--- src/rtl/gate_pipe.sv ---
// Pipelined bitwise reducer: NUM_IN words reduced by a selectable operator,
// carried through STAGES valid/ready register stages, with a saturating accept counter.
module gate_pipe #(
  parameter int unsigned WIDTH  = 8,
  parameter int unsigned NUM_IN = 2,
  parameter int unsigned STAGES = 2
) (
  input  logic                    clk,
  input  logic                    rst_n,
  input  logic                    in_valid,
  output logic                    in_ready,
  input  logic [NUM_IN*WIDTH-1:0] in_data,
  input  logic [1:0]              op_mode,
  output logic                    out_valid,
  input  logic                    out_ready,
  output logic [WIDTH-1:0]        out_data,
  output logic [15:0]             acc_cnt
);

  localparam int unsigned CNT_W = 16;
  localparam logic [CNT_W-1:0] CNT_MAX = '1;
  localparam logic [1:0] OP_AND  = 2'b00;
  localparam logic [1:0] OP_OR   = 2'b01;
  localparam logic [1:0] OP_XOR  = 2'b10;
  localparam logic [1:0] OP_NAND = 2'b11;

  logic [STAGES-1:0]            v_q, v_d;
  logic [STAGES-1:0][WIDTH-1:0] data_q, data_d;
  logic [CNT_W-1:0]             acc_cnt_q, acc_cnt_d;
  logic [STAGES-1:0]            adv_c;
  logic [WIDTH-1:0]             red_c;
  logic                         accept_c;

  // Reduction across all words; NAND is the inverted AND reduction, not a chain.
  always_comb begin
    red_c = in_data[WIDTH-1:0];
    for (int unsigned i = 1; i < NUM_IN; i++) begin
      case (op_mode)
        OP_AND, OP_NAND: red_c = red_c & in_data[i*WIDTH +: WIDTH];
        OP_OR:           red_c = red_c | in_data[i*WIDTH +: WIDTH];
        default:         red_c = red_c ^ in_data[i*WIDTH +: WIDTH];
      endcase
    end
    if (op_mode == OP_NAND) red_c = ~red_c;
  end

  // Stage k may advance if any slot from k to the output is empty, or the output pops.
  always_comb begin
    adv_c = '0;
    for (int unsigned k = 0; k < STAGES; k++) begin
      adv_c[k] = out_ready;
      for (int unsigned j = k; j < STAGES; j++) begin
        if (!v_q[j]) adv_c[k] = 1'b1;
      end
    end
  end

  assign in_ready = adv_c[0];
  assign accept_c = in_valid && adv_c[0];

  always_comb begin
    v_d       = v_q;
    data_d    = data_q;
    acc_cnt_d = acc_cnt_q;
    if (adv_c[0]) begin
      v_d[0] = accept_c;
      if (accept_c) data_d[0] = red_c;
    end
    // Empty upstream slots leave the downstream data register untouched.
    for (int unsigned k = 1; k < STAGES; k++) begin
      if (adv_c[k]) begin
        v_d[k] = v_q[k-1];
        if (v_q[k-1]) data_d[k] = data_q[k-1];
      end
    end
    if (accept_c && (acc_cnt_q != CNT_MAX)) acc_cnt_d = acc_cnt_q + CNT_W'(1);
  end

  always_ff @(posedge clk) begin
    if (!rst_n) begin
      v_q       <= '0;
      data_q    <= '0;
      acc_cnt_q <= '0;
    end else begin
      v_q       <= v_d;
      data_q    <= data_d;
      acc_cnt_q <= acc_cnt_d;
    end
  end

  assign out_valid = v_q[STAGES-1];
  assign out_data  = data_q[STAGES-1];
  assign acc_cnt   = acc_cnt_q;

endmodule

--- config.mk ---
export PLATFORM = sky130hd
export DESIGN_NAME = gate_pipe
export DESIGN_NICKNAME = d
export VERILOG_FILES = /design/src/rtl/gate_pipe.sv
export SDC_FILE = /design/constraint.sdc
export NUM_CORES = 1
export LEC_CHECK = 0
export CAP_MARGIN = 10
export CORE_UTILIZATION = 50
export DETAILED_ROUTE_END_ITERATION = 6
export PLACE_DENSITY = 0.8
export SYNTH_ARGS = -nofsm -noshare
export SYNTH_HDL_FRONTEND = slang
export SYNTH_SLANG_ARGS = --single-unit
--- constraint.sdc ---
create_clock -name clk -period 2.3 [get_ports clk]
set_input_delay 0.345 -clock clk [delete_from_list [all_inputs] [get_ports clk]]
set_output_delay 0.345 -clock clk [all_outputs]
set_load 0.005 [all_outputs]
Word level (Yosys, flattened, before mapping). Cells that the tools add are included.

Flip-flop bits (word level): 34. Input port bits: 22. Output and inout bits: 26. Word-level logic and storage cells: 24.

Add/sub/neg operators: 1. Equality and inequality tests: 3. Mux-type cells: 5. Bitwise operators: 4. Reductions and logical operators: 6.

Operators with widths (number): $add 16x1->16 const B (1); $ne 16x16->1 const B (1); $pmux 8 s2 (1); $and 8x8->8 (1); $mux 8 (1); $not 8->8 (1); $or 8x8->8 (1); $xor 8x8->8 (1); $reduce_and 2->1 (2); $mux 1 (3); $eq 2x1->1 const B (1); $eq 2x2->1 const B (1); $logic_and 1x1->1 (2); $logic_not 2->1 (1); $reduce_or 2->1 (1).

Longest topological paths before layout.
Depth after elaboration: 5. Mapped depth: 8. Gate-level depth less buffers: 6.

Worst setup path before layout. OpenSTA, ideal clock, no wires.

Kind: register to register. Start: reg acc_cnt_q[0], in the netlist acc_cnt[0]. End: reg acc_cnt_q[10], in the netlist acc_cnt[10]. Setup time: 0.070 ns. Data arrival time: 1.690 ns. Required time: 2.230 ns. Path slack: 0.539 ns. Cell stages (with the launch flop): 6. Buffers on the path: 0. Clock period less this slack: 1.761 ns. Cell sequence: dfxtp_1 ha_1 nand4_1 or4b_4 or3_1 a21oi_1.

Cells in the longest elaborated chain, start to end: 2. Elaborated cells on any way between the ends: 3. Classes of those cells: 1 x add/sub; 1 x eq/ne; 1 x reduce/logical.

RTL lines: start, declared (RTL line 29) `logic [CNT_W-1:0] acc_cnt_q, acc_cnt_d;`; start signal, assigned (RTL line 87) `acc_cnt_q <= acc_cnt_d;`; parallel branches: the longest is 2 deep, another holds $add 16x1->16.

Parallel ways; which one is timed is not known. A chain may end at the register's enable or synchronous reset.

Worst setup path after layout.
Start: in out_ready. End: out in_ready.

Cells in the longest elaborated chain, start to end: 2.

RTL lines: start, declared (RTL line 15) `input logic out_ready,`; $mux 1 (2 in a row) (RTL line 53) `if (!v_q[j]) adv_c[k] = 1'b1;`; end, declared (RTL line 11) `output logic in_ready,`.

No other way between the ends.

==> results.py <==
metrics = {
    "run_status": {
        "outcome": "finished clean",
    },
    "sta": {
        "finalCritPeriodShare_pct": 93.2,
        "worstMarginPinSlew_ns": 0.419,
        "setup_tns_ns": 0,
        "fmax_mhz": 467,
        "rsz0062_at_grt": "no",
        "fin_crit_ns": 2.14,
        "whs_ns": 0.497,
        "slew_headroom_pct": 72.1,
        "hold_violations": 0,
        "worst_clock_skew_ns": 0.00317,
        "setup_violations": 0,
        "drv_slew": 0,
    },
    "die": {
        "die_h_microns": 66.8,
        "die-width_microns": 66.8,
        "dieArea_sq_um": 4470,
        "core_sq_um": 4030,
        "ios": 48,
        "start_util_pct": 52.2,
        "rows": 23,
    },
    "hold_path": {
        "whs_path_depth": 2,
        "min_from": "data_q[3]",
        "hold_path_end": "out_data[3]",
        "hold_class": "reg2reg",
    },
    "critical_path": {
        "worstPathArrival_ns": 1.80,
        "startpoint": "out_ready",
        "slowest_stage": "clkdlybuf4s50_1",
        "start_kind": "primary input",
        "crit_chain": "clkdlybuf4s50_1 -> and3b_1 -> buf_4 -> inv_2 -> clkdlybuf4s50_1",
        "cpMostUsedCell": "clkdlybuf4s50_1",
        "crit_type": "in2out",
        "end_kind": "primary output",
        "critPathMaxFanout": 5,
        "cp.required_ns": 1.96,
        "cp_slowest_stage_delay_ns": 0.50,
        "r2r_cells": 5,
        "r2r_end": "acc_cnt[10]",
        "r2r_setup_slack_ns": 0.39,
        "r2r-start": "acc_cnt[0]",
    },
    "synthesis": {
        "synth_edf_count": 0,
        "synth_top_area_share_pct": 32.4,
        "synth_async_sr_flop_share_pct": 0,
        "ys.flop_type": "dfxtp_1",
        "avgSynthCellArea_sq_um": 8.21,
        "syn_inst": 256,
        "synthesis.nets": 298,
        "syn-cell-area_sq_um": 2100,
        "yosysUniqueCellTypes": 39,
        "seq_area_frac_synth_pct": 32.4,
        "synth_top_area_cell": "dfxtp_1",
        "ys_ff_latch": 34,
        "yosys_warnings": 0,
        "synth_area_leaders": "dfxtp_1 (32%), ha_1 (12%), mux2i_1 (6.2%), inv_1 (4.5%), nor2_1 (4.5%)",
    },
    "clocking": {
        "cts.clk_slew.worst_paths_ns": 0.07,
        "clk_root_buffer_cell": "clkbuf_8",
        "hold_buffers": 0,
        "cts_max_level": 2,
        "cts_tree": "done",
        "clock_path_buffers": 2,
        "cts.sinks": 34,
        "numCtsBuffers": 5,
        "insertion_delay_ns": 0.28,
        "cts_resized": 0,
        "post_cts_buffers": 0,
    },
    "detailed_routing": {
        "first_iter_violations": 54,
        "vias": 1839,
        "ant_nets": 0,
        "drcViolationCount": 0,
        "drt_wl_total_mm": 4.10,
        "wl_per_cell_microns": 11.6,
        "dr.pass1.iters": 4,
        "routed_via_density": 5.22,
    },
    "place": {
        "place_hpwl_mm": 3.11,
        "gp_congestion": 0.785,
        "numPortBuffers": 47,
    },
    "cells_and_area": {
        "mostFrequentLayoutCells": "clkdlybuf4s50_1 (47), dfxtp_1 (34), inv_1 (25), nor2_1 (25), ha_1 (20)",
        "area_growth_pct": 30.5,
        "diodes": 0,
        "drive_gt1_share_pct": 6.95,
        "mostFrequentLayoutCell": "clkdlybuf4s50_1",
        "fillCellCount": 347,
        "fin_nets": 343,
    },
    "power_and_ir_drop": {
        "powerDensity_nw_per_um2": 551,
        "ir_drop_uv": 247,
        "p_total_w": 0.00151,
        "p_leak_nw": 1.13,
    },
    "global_routing": {
        "grt_pass1_wl_mm": 7.11,
        "overflow": 0,
        "grt_pass1_vias": 1672,
        "grt_use_met3_pct": 3.60,
        "grt_max_degree": 18,
        "busiest_layer": "met2",
        "antenna_found_initial": 0,
        "grt_use_met2_pct": 36.4,
        "use_met1_pct": 25.1,
        "grt.total_usage_pct": 20.7,
    },
    "run": {
        "maxCapViolCount": 0,
    },
}
worst max-delay path by stage:
stage	endpoint	slack, ns
finish	in_ready	0.16
global route	in_ready	0.11
CTS	in_ready	0.16
detailed placement	acc_cnt[10]	0.13
global placement	acc_cnt[10]	0.15
floorplan	acc_cnt[10]	0.54
routing by layer:
metal / up-vias / routed length (microns)
met5: - / 0
li1: 961 / -
met3: 5 / 148
met2: 51 / 1980
met4: 0 / 51
met1: 822 / 1910
flip-flops by register name (all words and copies together), names as in the netlist:
register,flops
data_q,8
acc_cnt,16
out_data,8
v_q,2
worst max-delay path: cells and delay by family:
family / cells / cell delay [ns]
buffers and inverters: 4 / 1.23
AND/OR/NAND/NOR: 1 / 0.22
kinds of logic (layout without fill, tap and decap cells):
group | Yosys count | after routing | share of synthesized area (%)
AOI/OAI and AO/OA | 44 | 44 | 13.0
xor gates and xnor gates | 8 | 8 | 3.33
adders and majority gates | 20 | 20 | 11.9
buffers and inverters | 44 | 90 | 9.46
DFF | 34 | 34 | 32.4
muxes | 13 | 13 | 6.19
and+or+nand+nor | 93 | 93 | 23.7
report_power, final:
group / leakage [nW] / switching [W] / internal [W]
clock: 0.0714 / 0.000210 / 0.000462
combinational: 0.781 / 0.0000963 / 0.000116
sequential: 0.277 / 0.0000142 / 0.000612
total: 1.13 / 0.000321 / 0.00119
layout make-up:
| cell class | instances | area, sq um | share of cell area, % |
|---|---|---|---|
| multi-input combinational | 178 | 1220 | 44.6 |
| inverter | 26 | 97.6 | 3.56 |
| tap | 50 | 62.6 | 2.28 |
| clock inverter | 2 | 60.1 | 2.19 |
| timing repair buffer | 56 | 538 | 19.6 |
| sequential | 34 | 681 | 24.8 |
| clock buffer | 6 | 82.6 | 3.01 |
Yosys cell counts, types with 2 or more instances:
cell      instances
a211oi_1          9
a21oi_1          11
a31oi_1           9
buf_1             2
buf_2             3
buf_4             8
clkbuf_1          5
dfxtp_1          34
ha_1             20
inv_1            25
mux2i_1          13
nand2_1          16
nand2b_1         13
nand3_1           5
nand4_1           7
nor2_1           25
nor2b_1           9
nor3_1            2
nor4_1            4
o21ai_0           8
or3_1             3
xnor2_1           8
stage by stage:
stage / cell area, sq um / std cells / utilization (%) / setup WS (ns)
6_report: 2740 / 352 / 68.1 / 0.158
3_3_place_gp: 2600 / 344 / 64.6 / 0.151
2_1_floorplan: 2100 / 256 / - / 0.539
4_1_cts: 2740 / 352 / 68.1 / 0.157
5_1_grt: 2740 / 352 / 68.1 / 0.112
3_5_place_dp: 2600 / 344 / 64.6 / 0.132
(Power assumes the default switching activity.)
